$ cat src/rtl/text_overlay_pkg.sv
// rtl/text_overlay_pkg.sv - shared constants, clear FSM state type and 8x8 font for text_overlay
package text_pkg;

   localparam logic [7:0] FONT_FIRST = 8'h20;
   localparam logic [7:0] FONT_LAST  = 8'h5A;
   localparam logic [7:0] CHAR_SPACE = 8'h20;
   localparam int         FONT_N     = 59;

   typedef enum logic {IDLE, CLEAR} state_t;

   // One 64-bit word per glyph: row 0 in the top byte, bit 7 of a row is the leftmost pixel.
   localparam logic [0:FONT_N-1][0:7][7:0] FONT = {
      64'h0000000000000000, 64'h183C3C1818001800, 64'h6C6C000000000000, 64'h6C6CFE6CFE6C6C00,
      64'h307CC0780CF83000, 64'h00C6CC183066C600, 64'h386C3876DCCC7600, 64'h6060C00000000000,
      64'h1830606060301800, 64'h6030181818306000, 64'h00663CFF3C660000, 64'h003030FC30300000,
      64'h0000000030306000, 64'h000000FC00000000, 64'h0000000000303000, 64'h060C183060C08000,
      64'h7CC6CEDEF6E67C00, 64'h307030303030FC00, 64'h78CC0C3860CCFC00, 64'h78CC0C380CCC7800,
      64'h1C3C6CCCFE0C1E00, 64'hFCC0F80C0CCC7800, 64'h3860C0F8CCCC7800, 64'hFCCC0C1830303000,
      64'h78CCCC78CCCC7800, 64'h78CCCC7C0C187000, 64'h0030300000303000, 64'h0030300030306000,
      64'h183060C060301800, 64'h0000FC0000FC0000, 64'h6030180C18306000, 64'h78CC0C1830003000,
      64'h7CC6DEDEDEC07800, 64'h3078CCCCFCCCCC00, 64'hFC66667C6666FC00, 64'h3C66C0C0C0663C00,
      64'hF86C6666666CF800, 64'hFE6268786862FE00, 64'hFE6268786860F000, 64'h3C66C0C0CE663E00,
      64'hCCCCCCFCCCCCCC00, 64'h7830303030307800, 64'h1E0C0C0CCCCC7800, 64'hE6666C786C66E600,
      64'hF06060606266FE00, 64'hC6EEFEFED6C6C600, 64'hC6E6F6DECEC6C600, 64'h386CC6C6C66C3800,
      64'hFC66667C6060F000, 64'h78CCCCCCDC781C00, 64'hFC66667C6C66E600, 64'h78CCE0701CCC7800,
      64'hFCB4303030307800, 64'hCCCCCCCCCCCCFC00, 64'hCCCCCCCCCC783000, 64'hC6C6C6D6FEEEC600,
      64'hC6C66C38386CC600, 64'hCCCCCC7830307800, 64'hFEC68C183266FE00
   };

endpackage

$ cat src/rtl/text_overlay_if.sv
// rtl/text_overlay_if.sv - character buffer write/clear bus between game logic and text_overlay
interface text_overlay_if #(
   parameter int COLS = 40,
   parameter int ROWS = 4
);
   logic                    wr_en;
   logic [$clog2(COLS)-1:0] wr_col;
   logic [$clog2(ROWS)-1:0] wr_row;
   logic [7:0]              wr_char;
   logic                    clr_req;
   logic                    busy;

   modport master (output wr_en, wr_col, wr_row, wr_char, clr_req, input busy);
   modport slave  (input wr_en, wr_col, wr_row, wr_char, clr_req, output busy);
endinterface

$ cat src/rtl/text_overlay_font_rom.sv
// rtl/text_overlay_font_rom.sv - combinational glyph row lookup; codes outside the font give 0
module font_rom
   import text_pkg::*;
(
   input  logic [7:0] code,
   input  logic [2:0] row,
   output logic [7:0] bitmap
);
   logic [5:0] idx;

   always_comb begin
      bitmap = 8'h00;
      idx    = 6'(code - FONT_FIRST);
      if (code >= FONT_FIRST && code <= FONT_LAST)
         bitmap = FONT[idx][row];
   end
endmodule

$ cat src/rtl/text_overlay.sv
// rtl/text_overlay.sv - buffered COLSxROWS text renderer with auto-clear FSM, 2-cycle pixel latency
// Optional blink attribute in wr_char[7] when TEXT_BLINK_EN is defined.
module text_overlay
   import text_pkg::*;
#(
   parameter int COLS         = 40,
   parameter int ROWS         = 4,
   parameter int SCALE        = 2,
   parameter int ORIGIN_X     = 0,
   parameter int ORIGIN_Y     = 0,
   parameter int BLINK_PERIOD = 32
) (
   input  logic             clk,
   input  logic             rst_n,
   input  logic [9:0]       draw_x,
   input  logic [9:0]       draw_y,
   input  logic             frame_start,
   text_overlay_if.slave    wr,
   output logic             pixel_on
);
   localparam int DEPTH = COLS * ROWS;
   localparam int AW    = $clog2(DEPTH);
   localparam int SSH   = $clog2(SCALE);
   localparam int CSH   = SSH + 3;
   localparam int WIN_W = COLS * 8 * SCALE;
   localparam int WIN_H = ROWS * 8 * SCALE;

   state_t          state, state_nx;
   logic [AW-1:0]   idx, idx_nx;
   logic            wr_ok;
   logic            mem_we;
   logic [AW-1:0]   mem_waddr;
   logic [7:0]      mem_wdata;
   logic [7:0]      buffer [DEPTH];

   always_ff @(posedge clk or negedge rst_n) begin
      if (!rst_n) begin
         state <= CLEAR;
         idx   <= '0;
      end else begin
         state <= state_nx;
         idx   <= idx_nx;
      end
   end

   always_comb begin
      state_nx = state;
      idx_nx   = idx;
      case (state)
         IDLE: begin
            if (wr.clr_req) begin
               state_nx = CLEAR;
               idx_nx   = '0;
            end
         end
         default: begin
            if (idx == AW'(DEPTH - 1)) begin
               state_nx = IDLE;
               idx_nx   = '0;
            end else begin
               idx_nx = idx + 1'b1;
            end
         end
      endcase
   end

   // clr_req wins over a same-cycle write; everything from the bus is ignored while sweeping.
   always_comb begin
      wr_ok     = (int'(wr.wr_col) < COLS) && (int'(wr.wr_row) < ROWS);
      wr.busy   = (state == CLEAR);
      mem_we    = wr.wr_en & ~wr.clr_req & wr_ok;
      mem_waddr = AW'(int'(wr.wr_row) * COLS + int'(wr.wr_col));
      mem_wdata = wr.wr_char;
      if (state == CLEAR) begin
         mem_we    = 1'b1;
         mem_waddr = idx;
         mem_wdata = CHAR_SPACE;
      end
   end

   always_ff @(posedge clk) begin
      if (mem_we)
         buffer[mem_waddr] <= mem_wdata;
   end

   logic [9:0]    rx, ry;
   logic          in_win;
   logic [AW-1:0] raddr;
   logic          s1_valid;
   logic [7:0]    s1_char;
   logic [2:0]    s1_gcol, s1_grow;

   always_comb begin
      rx     = draw_x - 10'(ORIGIN_X);
      ry     = draw_y - 10'(ORIGIN_Y);
      in_win = (int'(draw_x) >= ORIGIN_X) && (int'(draw_x) < ORIGIN_X + WIN_W) &&
               (int'(draw_y) >= ORIGIN_Y) && (int'(draw_y) < ORIGIN_Y + WIN_H);
      raddr  = '0;
      if (in_win)
         raddr = AW'(int'(ry >> CSH) * COLS + int'(rx >> CSH));
   end

   always_ff @(posedge clk or negedge rst_n) begin
      if (!rst_n) s1_valid <= 1'b0;
      else        s1_valid <= in_win;
   end

   // Read-before-write: a same-edge write to this entry shows up one read later.
   always_ff @(posedge clk) begin
      s1_char <= buffer[raddr];
      s1_gcol <= rx[SSH +: 3];
      s1_grow <= ry[SSH +: 3];
   end

   logic [7:0] glyph_code;
   logic [7:0] glyph_bits;
   logic       blanked;

`ifdef TEXT_BLINK_EN
   logic [15:0] frame_cnt;
   logic        blink_phase;

   always_ff @(posedge clk or negedge rst_n) begin
      if (!rst_n) begin
         frame_cnt   <= '0;
         blink_phase <= 1'b0;
      end else if (frame_start) begin
         if (frame_cnt == 16'(BLINK_PERIOD - 1)) begin
            frame_cnt   <= '0;
            blink_phase <= ~blink_phase;
         end else begin
            frame_cnt <= frame_cnt + 16'd1;
         end
      end
   end

   assign glyph_code = {1'b0, s1_char[6:0]};
   assign blanked    = s1_char[7] & blink_phase;
`else
   logic unused_frame_start;
   assign unused_frame_start = frame_start;
   assign glyph_code         = s1_char;
   assign blanked            = 1'b0;
`endif

   font_rom u_font (
      .code   (glyph_code),
      .row    (s1_grow),
      .bitmap (glyph_bits)
   );

   always_ff @(posedge clk or negedge rst_n) begin
      if (!rst_n) pixel_on <= 1'b0;
      else        pixel_on <= s1_valid & glyph_bits[3'd7 - s1_gcol] & ~blanked;
   end
endmodule

$ cat src/flat_wrapper.sv
// flat-port wrapper written by rule: the top's interface ports become plain ports
module text_overlay_flat import text_pkg::*;
#(
   parameter int COLS         = 40,
   parameter int ROWS         = 4,
   parameter int SCALE        = 2,
   parameter int ORIGIN_X     = 0,
   parameter int ORIGIN_Y     = 0,
   parameter int BLINK_PERIOD = 32
)
  (clk, rst_n, draw_x, draw_y, frame_start, pixel_on, wr_wr_en, wr_wr_col, wr_wr_row, wr_wr_char, wr_clr_req, wr_busy);
  text_overlay_if #(.COLS(COLS), .ROWS(ROWS)) wr_i ();
  input  logic clk;
  input  logic rst_n;
  input  logic [9:0] draw_x;
  input  logic [9:0] draw_y;
  input  logic frame_start;
  output logic pixel_on;
  input wire logic [$bits(wr_i.wr_en)-1:0] wr_wr_en;
  input wire logic [$bits(wr_i.wr_col)-1:0] wr_wr_col;
  input wire logic [$bits(wr_i.wr_row)-1:0] wr_wr_row;
  input wire logic [$bits(wr_i.wr_char)-1:0] wr_wr_char;
  input wire logic [$bits(wr_i.clr_req)-1:0] wr_clr_req;
  output wire logic [$bits(wr_i.busy)-1:0] wr_busy;
  assign wr_i.wr_en = wr_wr_en;
  assign wr_i.wr_col = wr_wr_col;
  assign wr_i.wr_row = wr_wr_row;
  assign wr_i.wr_char = wr_wr_char;
  assign wr_i.clr_req = wr_clr_req;
  assign wr_busy = wr_i.busy;
  text_overlay #(.COLS(COLS), .ROWS(ROWS), .SCALE(SCALE), .ORIGIN_X(ORIGIN_X), .ORIGIN_Y(ORIGIN_Y), .BLINK_PERIOD(BLINK_PERIOD)) u_core (.clk(clk), .rst_n(rst_n), .draw_x(draw_x), .draw_y(draw_y), .frame_start(frame_start), .wr(wr_i), .pixel_on(pixel_on));
endmodule
$ cat config.mk
export PLATFORM = sky130hd
export DESIGN_NAME = text_overlay_flat
export DESIGN_NICKNAME = d
export VERILOG_FILES = /design/src/rtl/text_overlay_pkg.sv /design/src/rtl/text_overlay_if.sv /design/src/rtl/text_overlay_font_rom.sv /design/src/rtl/text_overlay.sv /design/src/flat_wrapper.sv
export SDC_FILE = /design/constraint.sdc
export NUM_CORES = 2
export LEC_CHECK = 0
export BUFFER_PORTS_ARGS = -buffer_cell sky130_fd_sc_hd__buf_2
export CAP_MARGIN = 0
export CORE_MARGIN = 5
export CORE_UTILIZATION = 30
export DETAILED_ROUTE_END_ITERATION = 10
export SLEW_MARGIN = 0
export SYNTH_ARGS = -nofsm -noshare
export SYNTH_HDL_FRONTEND = slang
export SYNTH_SLANG_ARGS = --single-unit
$ cat constraint.sdc
create_clock -name clk -period 9.6 [get_ports clk]
set_input_delay 0.48 -clock clk [delete_from_list [all_inputs] [get_ports clk]]
set_output_delay 0.48 -clock clk [all_outputs]
set_load 0.02 [all_outputs]
==> results.cfg <==
[outcome]
status = complete, no violations

[cts]
cts_tree = yes
cts_resized = 0
postCtsSetupBuffers = 0
cts_buffers = 133
cts_root_buf = clkbuf_16
clk_latency_ns = 0.76
h-tree-depth = 4
path_clk_slew_ns = 0.06
clock_path_buffers = 3
clock-sinks = 1305

[final_layout]
regArea_mm2 = 0.0390
syn_to_final_growth_pct = 13.1
nFillCells = 18014
fin_nets = 4163
post-route-util_pct = 34.0
multi_input_area_mm2 = 0.0161
drive_gt1_share_pct = 10.9

[yosys]
ys.flop_type = edfxtp_1
synthCells = 4123
ys_top_cells_by_area = edfxtp_1, mux2i_1, nand2_1
synth.cell_area_mm2 = 0.0565
synth_edf_count = 1280
ys_warn_count = 0
synth-seq-cells = 1305
synth_top_area_share_pct = 68.0
syn_avg_cell_area_um2 = 13.7
seq_area_frac_synth_pct = 69.0
synth_top_area_cell = edfxtp_1
synthArstFlopShare_pct = 0.843
ys_types = 86
synth_fp_nets = 4195

[power]
leakage_nw = 19.7
peakVddDrop_mv = 0.178
p_total_mw = 12.0
cellPowerDensity_mw_per_mm2 = 187

[setup_path]
worstPathCellList = inv_1 -> o21ai_0 -> nor2b_1 -> nand3_1 -> nor2_1
cp_slowest_cell = dfstp_2
critical-path-max-stage-delay_ns = 1.03
required_ns = 9.98
cp_max_fo = 31
crit_type = register to register
worst_setup_path_end_kind = register
arrival_ns = 5.15
critPathLaunchType = register

[global_route]
first_global_vias = 36217
grt_pass1_wl_um = 256000
grt_overflow = 0
grt_max_degree = 161
gr-usage-all-layers_pct = 17.3
antenna_found_initial = 5

[drt]
drt_iter0_drc = 4836
first_pass_iters = 7
viasPerCell = 5.61
via_count = 37618
wirelength_um = 178000
routedWlPerCell_um = 26.6
drtAntennaViolNets = 0
drc = 0

[floorplan]
fp-row-count = 159
io_pins = 43
core_area_mm2 = 0.188
die_y_um = 444
initial_core_util_pct = 30.1
die_x_um = 444
fp.dieArea_mm2 = 0.197

[timing]
tightest_slew_ns = 1.30
fmax_mhz = 209
slew_headroom_pct = 11.1
rsz0062_at_grt = no
setup_tns_ns = 0
timing.final.ws_setup_ns = 4.82
min_period_over_period_pct = 49.7
holdWs_ns = 0.299
drv_slew = 0
layout_min_cycle_time_ns = 4.78
fin_skew_ns = 0.0417
hold_viol_final = 0
finalSetupViolCount = 0

[placed_design]
place_ws_ns = 4.58
gp_congestion = 0.955
port_buffers = 39
dp_hpwl_um = 105000

[job]
drv_cap = 0

[min_path]
hp-class = input port to asynchronous set/reset pin
==> worst max-delay path: cells and delay by family, from the launching register on <==
kind | cells | cell delay [ns]
compound gates | 1 | 0.89
simple gates | 3 | 2.00
flops | 1 | 1.03
buf+inv | 1 | 0.44
==> state kept, by name (all words and copies together), names as in the netlist <==
register	count
u_core.buffer	1280
u_core.glyph_code	8
u_core.idx	8
u_core.pixel_on	1
u_core.s1_gcol	3
u_core.s1_grow	3
u_core.s1_valid	1
u_core.wr.busy	1
==> cells by family after synthesis <==
group / Yosys count / share of synthesized area [%]
compound gates: 967 / 12.0
xor+xnor: 14 / 0.217
fa+ha+maj: 31 / 0.713
buf+inv: 344 / 2.63
flops: 1305 / 69.0
mux: 307 / 6.07
simple gates: 1155 / 9.31
==> worst paths after layout <==
| path | slack [ns] | from | cells after the start | to |
|---|---|---|---|---|
| setup reg to reg | 4.82 | u_core.wr.busy | 5 | u_core.buffer[132][1] |
| min in group clk | 0.31 | wr_wr_char[1] | 2 | u_core.buffer[139][1] |
| hold reg to reg | 0.52 | u_core.idx[7] | 1 | u_core.idx[7] |
| setup / recovery | 4.82 | u_core.wr.busy | 5 | u_core.buffer[132][1] |
| max in group asynchronous | 8.79 | rst_n | 2 | u_core.pixel_on |
| hold / removal | 0.30 | rst_n | 2 | u_core.idx[2] |
==> repair_timing <==
action	4_1_cts	5_1_grt
hold buffers	8	0
endpoints found under the hold margin	19	0
endpoints found under the setup margin	0	0
==> cell usage after synthesis, drive strengths merged, types with 9 or more instances <==
library cell  number
edfxtp          1280
nand2            406
nor2             337
mux2i            221
clkbuf           181
o21ai            158
a21oi            151
nand3            126
buf              125
a31oi             88
o22ai             80
o221ai            68
mux2              64
a211oi            57
nor3              56
nor2b             51
nand4             38
nand2b            37
inv               35
a221oi            33
o211ai            32
nor4              31
ha                29
o2111ai           25
o311ai            24
a32oi             23
mux4              22
o31ai             20
a311oi            19
o32ai             19
a211o             16
a221o             16
o22a              15
and3              14
dfxtp             14
o21a              14
a2111oi           13
or2               12
xnor2             11
dfrtp             10
o31a              10
or3               10
a311o              9
==> metrics by stage <==
stage	instance area (um2)	cells
detailed placement	59400	6443
global route	63900	6693
floorplan	56500	4123
finish	63900	6700
CTS	63900	6693
global placement	59400	6443
==> metal layers <==
| metal | routed length [um] | GRT usage, % |
|---|---|---|
| met1 | 72900 | 24.1 |
| met5 | 0 | 0 |
| met4 | 7570 | 7.31 |
| met2 | 80700 | 26.6 |
| met3 | 16700 | 3.31 |
==> cell type report <==
type	count	area share, %
multi-input combinational	2474	25.3
sequential	1305	61.1
clock buffer	174	5.57
tap	2495	4.89
inverter	38	0.223
clock inverter	68	1.32
timing repair buffer	139	1.64
antenna	7	0.0274
==> power breakdown <==
group	internal, mW	switching (mW)
Combinational	0.172	0.390
Clock	2.95	2.27
Sequential	6.16	0.0109
Total	9.29	2.67
==> cells in the final DEF (no fill, tap or decap), drive strengths merged, types with 13 or more instances in the layout <==
master | Yosys | layout
edfxtp | 1280 | 1280
nand2 | 406 | 406
nor2 | 337 | 337
mux2i | 221 | 221
clkbuf | 181 | 174
o21ai | 158 | 158
a21oi | 151 | 151
buf | 125 | 131
nand3 | 126 | 126
a31oi | 88 | 88
o22ai | 80 | 80
o221ai | 68 | 68
mux2 | 64 | 64
a211oi | 57 | 57
nor3 | 56 | 56
nor2b | 51 | 51
clkinv | 3 | 49
inv | 35 | 41
nand4 | 38 | 38
nand2b | 37 | 37
a221oi | 33 | 33
o211ai | 32 | 32
nor4 | 31 | 31
ha | 29 | 29
o2111ai | 25 | 25
o311ai | 24 | 24
a32oi | 23 | 23
mux4 | 22 | 22
o31ai | 20 | 20
o32ai | 19 | 19
a311oi | 19 | 19
a211o | 16 | 16
a221o | 16 | 16
o22a | 15 | 15
and3 | 14 | 14
o21a | 14 | 14
dfxtp | 14 | 14
a2111oi | 13 | 13
(Power assumes the default switching activity.)
